<file path="src/rtl/fir_2ch_scheduler.sv">
// rtl/fir_2ch_scheduler.sv - stereo sample scheduler for a shared 2-channel FIR (left=SOP, right=EOP)
// Optional overrun statistics are enabled by defining FIR_OVERRUN_STAT_EN.
module fir_2ch_scheduler #(
    parameter int unsigned GAP_CYCLES = 1
) (
    input  logic        AMCLK_i,
    input  logic        nARST,
    input  logic [15:0] APDATA_LEFT_i,
    input  logic [15:0] APDATA_RIGHT_i,
    input  logic        APDATA_VALID_i,
    output logic [15:0] SINK_DATA_o,
    output logic        SINK_VALID_o,
    output logic        SINK_SOP_o,
    output logic        SINK_EOP_o,
    input  logic        SINK_READY_i,
    input  logic [23:0] SOURCE_DATA_i,
    input  logic        SOURCE_VALID_i,
    input  logic        SOURCE_SOP_i,
    input  logic        SOURCE_EOP_i,
    output logic [23:0] APDATA_INT_LEFT_o,
    output logic [23:0] APDATA_INT_RIGHT_o,
    output logic        APDATA_INT_VALID_o,
    output logic        BUSY_o
`ifdef FIR_OVERRUN_STAT_EN
    ,
    output logic        OVERRUN_o,
    output logic [7:0]  DROP_CNT_o
`endif
);

    typedef enum logic [1:0] {IDLE, SEND_L, SEND_R, GAP} state_t;

    localparam logic [3:0] GAP_LAST = 4'(GAP_CYCLES - 1);
    localparam bit         NO_GAP   = (GAP_CYCLES == 0);

    state_t      state_q;
    logic [3:0]  gap_cnt_q;
    logic [15:0] act_r_q;
    logic        pend_full_q;
    logic [15:0] pend_l_q;
    logic [15:0] pend_r_q;
    logic [15:0] sink_data_q;
    logic        sink_valid_q;
    logic        sink_sop_q;
    logic        sink_eop_q;
    logic [23:0] int_left_q;
    logic [23:0] int_right_q;
    logic        int_valid_q;

    logic sink_fire;
    logic load_pend;
    logic load_new;
    logic cap_pend;
    logic drop;
    logic [15:0] next_left;
    logic [15:0] next_right;

    assign sink_fire = sink_valid_q & SINK_READY_i;

    // load_pend: the pending frame moves into the active slot this cycle
    always_comb begin
        load_pend = 1'b0;
        case (state_q)
            IDLE:    load_pend = pend_full_q;
            SEND_R:  load_pend = NO_GAP && sink_fire && pend_full_q;
            GAP:     load_pend = (gap_cnt_q == GAP_LAST) && pend_full_q;
            default: load_pend = 1'b0;
        endcase
    end

    assign load_new   = (state_q == IDLE) && !pend_full_q && APDATA_VALID_i;
    assign cap_pend   = APDATA_VALID_i && !load_new && (!pend_full_q || load_pend);
    assign drop       = APDATA_VALID_i && pend_full_q && !load_pend;
    assign next_left  = load_pend ? pend_l_q : APDATA_LEFT_i;
    assign next_right = load_pend ? pend_r_q : APDATA_RIGHT_i;

    always_ff @(posedge AMCLK_i or negedge nARST) begin
        if (!nARST) begin
            state_q      <= IDLE;
            gap_cnt_q    <= 4'd0;
            act_r_q      <= 16'd0;
            pend_full_q  <= 1'b0;
            pend_l_q     <= 16'd0;
            pend_r_q     <= 16'd0;
            sink_data_q  <= 16'd0;
            sink_valid_q <= 1'b0;
            sink_sop_q   <= 1'b0;
            sink_eop_q   <= 1'b0;
        end else begin
            if (cap_pend) begin
                pend_l_q    <= APDATA_LEFT_i;
                pend_r_q    <= APDATA_RIGHT_i;
                pend_full_q <= 1'b1;
            end else if (load_pend) begin
                pend_full_q <= 1'b0;
            end

            if (load_pend || load_new) begin
                state_q      <= SEND_L;
                act_r_q      <= next_right;
                sink_data_q  <= next_left;
                sink_valid_q <= 1'b1;
                sink_sop_q   <= 1'b1;
                sink_eop_q   <= 1'b0;
            end else begin
                case (state_q)
                    SEND_L: begin
                        if (sink_fire) begin
                            state_q     <= SEND_R;
                            sink_data_q <= act_r_q;
                            sink_sop_q  <= 1'b0;
                            sink_eop_q  <= 1'b1;
                        end
                    end
                    SEND_R: begin
                        if (sink_fire) begin
                            state_q      <= NO_GAP ? IDLE : GAP;
                            gap_cnt_q    <= 4'd0;
                            sink_valid_q <= 1'b0;
                            sink_eop_q   <= 1'b0;
                        end
                    end
                    GAP: begin
                        if (gap_cnt_q == GAP_LAST) begin
                            state_q <= IDLE;
                        end else begin
                            gap_cnt_q <= gap_cnt_q + 4'd1;
                        end
                    end
                    default: state_q <= IDLE;
                endcase
            end
        end
    end

    // Source beats with SOP==EOP are malformed and leave the outputs untouched
    always_ff @(posedge AMCLK_i or negedge nARST) begin
        if (!nARST) begin
            int_left_q  <= 24'd0;
            int_right_q <= 24'd0;
            int_valid_q <= 1'b0;
        end else begin
            int_valid_q <= 1'b0;
            if (SOURCE_VALID_i && SOURCE_SOP_i && !SOURCE_EOP_i) begin
                int_left_q <= SOURCE_DATA_i;
            end
            if (SOURCE_VALID_i && SOURCE_EOP_i && !SOURCE_SOP_i) begin
                int_right_q <= SOURCE_DATA_i;
                int_valid_q <= 1'b1;
            end
        end
    end

`ifdef FIR_OVERRUN_STAT_EN
    logic       overrun_q;
    logic [7:0] drop_cnt_q;

    always_ff @(posedge AMCLK_i or negedge nARST) begin
        if (!nARST) begin
            overrun_q  <= 1'b0;
            drop_cnt_q <= 8'd0;
        end else if (drop) begin
            overrun_q <= 1'b1;
            if (drop_cnt_q != 8'hFF) begin
                drop_cnt_q <= drop_cnt_q + 8'd1;
            end
        end
    end

    assign OVERRUN_o  = overrun_q;
    assign DROP_CNT_o = drop_cnt_q;
`else
    logic unused_drop;
    assign unused_drop = drop;
`endif

    assign SINK_DATA_o        = sink_data_q;
    assign SINK_VALID_o       = sink_valid_q;
    assign SINK_SOP_o         = sink_sop_q;
    assign SINK_EOP_o         = sink_eop_q;
    assign APDATA_INT_LEFT_o  = int_left_q;
    assign APDATA_INT_RIGHT_o = int_right_q;
    assign APDATA_INT_VALID_o = int_valid_q;
    assign BUSY_o             = (state_q != IDLE) || pend_full_q;

endmodule
</file>
<file path="config.mk">
export PLATFORM = sky130hd
export DESIGN_NAME = fir_2ch_scheduler
export DESIGN_NICKNAME = d
export VERILOG_FILES = /design/src/rtl/fir_2ch_scheduler.sv
export SDC_FILE = /design/constraint.sdc
export NUM_CORES = 1
export LEC_CHECK = 0
export CAP_MARGIN = 0
export CORE_UTILIZATION = 40
export DETAILED_ROUTE_END_ITERATION = 16
export GPL_TIMING_DRIVEN = 0
export PLACE_DENSITY = 0.67
export SYNTH_ARGS = -nofsm -noshare
export SYNTH_HDL_FRONTEND = slang
export SYNTH_SLANG_ARGS = --single-unit
</file>
<file path="constraint.sdc">
create_clock -name AMCLK_i -period 2.7 [get_ports AMCLK_i]
set_input_delay 0.405 -clock AMCLK_i [delete_from_list [all_inputs] [get_ports AMCLK_i]]
set_output_delay 0.405 -clock AMCLK_i [all_outputs]
set_load 0.005 [all_outputs]
</file>
==> flow_summary.toml <==
[cells_and_area]
synthToLayoutAreaGrowth_pct = 41.3
final_area_sq_um = 7400
mostFrequentLayoutCells = "clkdlybuf4s50_1, dfrtp_1, nand2_1"
diodes = 0
mostFrequentLayoutCell = "clkdlybuf4s50_1"
drive_above_1_share_pct = 19.6
nNetsFinal = 658
instances_no_fill = 774

[detailed_routing]
wl_met1_um = 5460
drc_errors = 0
drt_iter0_markers = 150
drtAntennaViolNets = 0
routed_wl_um = 12900
wl_met2_um = 6040
top_layer = "met4"
wl_per_cell_um = 16.7
viasPerCell = 5.11
first_pass_iters = 4
wl_met3_um = 1320
vias = 3957

[global_route]
first_global_vias = 4020
overflow = 0
groute.usage.overall_pct = 20.4
grt_first_pass_wirelength_um = 20600
antenna_found_initial = 0
grt_start_max_net_pins = 87

[logic_synthesis]
yosys.cell_types.count = 40
ys_seq_area_share_pct = 58.8
synthCells = 437
yosys_warnings = 0
avgSynthCellArea_sq_um = 12.0
syn-cell-area_sq_um = 5230
synth_fp_nets = 506
synth_edf_count = 0
synth-seq-cells = 123
synthFlopType = "dfrtp_1"
async_flop_share_pct = 100

[critical_path]
cp.required_ns = 2.98
r2r-start = "state_q[1]"
max_stage_delay_ns = 0.40
worstSetupPathType = "reg2reg"
critPathBufInv = 3
crit_chain = "inv_1 > ha_1 > nor2b_1 > clkbuf_1 > o21ai_4 > a21oi_2 > buf_4 > mux2_2"
start_kind = "flip-flop"
end_kind = "flip-flop"
regToRegSetupSlack_ns = 0.25
r2r_end = "pend_r_q[11]"
critPathMaxFanout = 10
slowest_stage = "dfrtp_1"
startpoint = "state_q[1]"
crit_family = "buffers and inverters"
critPathArrivalTime_ns = 2.73
worst_r2r_path_depth = 8

[power]
p_leak_nw = 3.26
power_w = 0.00843
ir_drop_mv = 0.486
p_per_area_nw_per_um2 = 1140

[placed_design]
io_buffers = 131
gp_congestion = 0.804
dpl_cell_area_sq_um = 6790
hpwl_um = 8950
dp_cells = 741

[clocking]
clkSlewWorstSetupHoldPaths_ns = 0.05
h-tree-depth = 4
clock_sinks = 123
clkLatencyLatePin_ns = 0.41
cts.path.max_buffers = 2
root_buffer = "clkbuf_16"
cts_resized = 0
cts_made_buffers = 17
cts_tree = "built"

[floorplan]
die_h_um = 116
pin_count = 132
rows = 41
die_w_um = 116
start_util_pct = 41.3
die_area_sq_um = 13500
fp.coreArea_sq_um = 12700

[sta]
relSlewSlack_pct = 59.8
rsz0062_at_grt = "false"
timing.final.crit_period_ns = 2.45
setup_viol = 0
setup_tns_ns = 0
fin_crit_sh_pct = 90.6
drv_slew = 0
skew_ns = 0.00555
fmaxAchievable_ghz = 0.409
max_slew.worst_pin.slew_ns = 0.602
finalHoldViolations = 0
hold_slack_ns = 0.476

[job]
cap_violations = 0

[worst_hold_path]
hp-class = "in2async"

[status]
status = "finished, final reports clean"
[layer usage]
| metal | vias up | track usage, % |
|---|---|---|
| met5 | - | 0 |
| met4 | 0 | 6.15 |
| met3 | 9 | 10.1 |
| met2 | 144 | 32.1 |
| met1 | 1960 | 24.6 |
| li1 | 1844 | - |
[final cells by class]
| class | instances | area (sq um) |
|---|---|---|
| inverters | 7 | 26.3 |
| clock buffers | 25 | 485 |
| plain buffers | 28 | 143 |
| multi-input cells | 279 | 1990 |
| fillers | 1061 | 5270 |
| repair buffers | 133 | 1350 |
| flip-flops and latches | 123 | 3080 |
| well taps | 172 | 215 |
| clock inverters | 7 | 113 |
[cells by family after synthesis]
kind of cell | Yosys count | synth area share [%]
simple gates | 133 | 10.6
flops | 123 | 58.8
mux | 73 | 15.7
compound gates | 67 | 10.3
buf+inv | 35 | 3.23
fa+ha+maj | 6 | 1.43
[synth_stat cells, drive strengths merged, types with 2 or more instances]
cell type	n	area, sq um
dfrtp	123	3080
nand2	115	432
mux2	71	800
a32oi	18	158
buf	16	97.6
clkbuf	12	45.0
o211ai	12	90.1
a2bb2oi	11	96.3
a22oi	10	75.1
inv	7	26.3
ha	6	75.1
a21oi	4	23.8
nand3b	4	30.0
o21ai	4	31.3
nand3	3	15.0
mux2i	2	20.0
nor2b	2	12.5
o21a	2	15.0
or3b	2	17.5
[worst reg2reg max path: cells and delay by family, from the launching register on]
kind / cells / cell delay, ns
AND/OR/NAND/NOR: 1 / 0.11
flip-flops: 1 / 0.40
AO/OA/AOI/OAI: 2 / 0.49
adder cells (fa/ha/maj): 1 / 0.27
buffers and inverters: 3 / 0.70
multiplexers: 1 / 0.36
[flip-flops by register name (all words and copies together), names as in the netlist]
name and cells:
APDATA_INT_LEFT_o 24, APDATA_INT_RIGHT_o 24, APDATA_INT_VALID_o 1, SINK_DATA_o 16, SINK_EOP_o 1, SINK_SOP_o 1, SINK_VALID_o 1, act_r_q 16
gap_cnt_q 4, pend_full_q 1, pend_l_q 16, pend_r_q 16, state_q 2
[worst max-delay path by stage]
stage,depth (start not counted),end,slack (ns)
after floorplan,8,pend_l_q[0],0.62
after global placement,1,APDATA_INT_LEFT_o[8],-3.60
after detailed placement,8,pend_r_q[11],0.26
after CTS,8,pend_r_q[11],0.22
after global routing,8,pend_r_q[3],0.05
final,8,pend_r_q[11],0.25
[timing repair]
action	CTS	global route
buffers inserted	0	0
endpoints found under the setup margin	0	0
hold buffers	1	0
hold endpoints to repair	37	0
[power by group]
part           internal [W]  switching, W
Combinational       0.00175       0.00143
Sequential          0.00255      0.000397
Clock               0.00152      0.000778
[through the flow]
step / setup WS, ns / util [%]
2_1_floorplan: 0.615 / -
3_3_place_gp: -3.60 / 53.4
3_5_place_dp: 0.255 / 53.6
4_1_cts: 0.215 / 58.4
5_1_grt: 0.0468 / 58.4
6_report: 0.255 / 58.4
(Power assumes the default switching activity.)
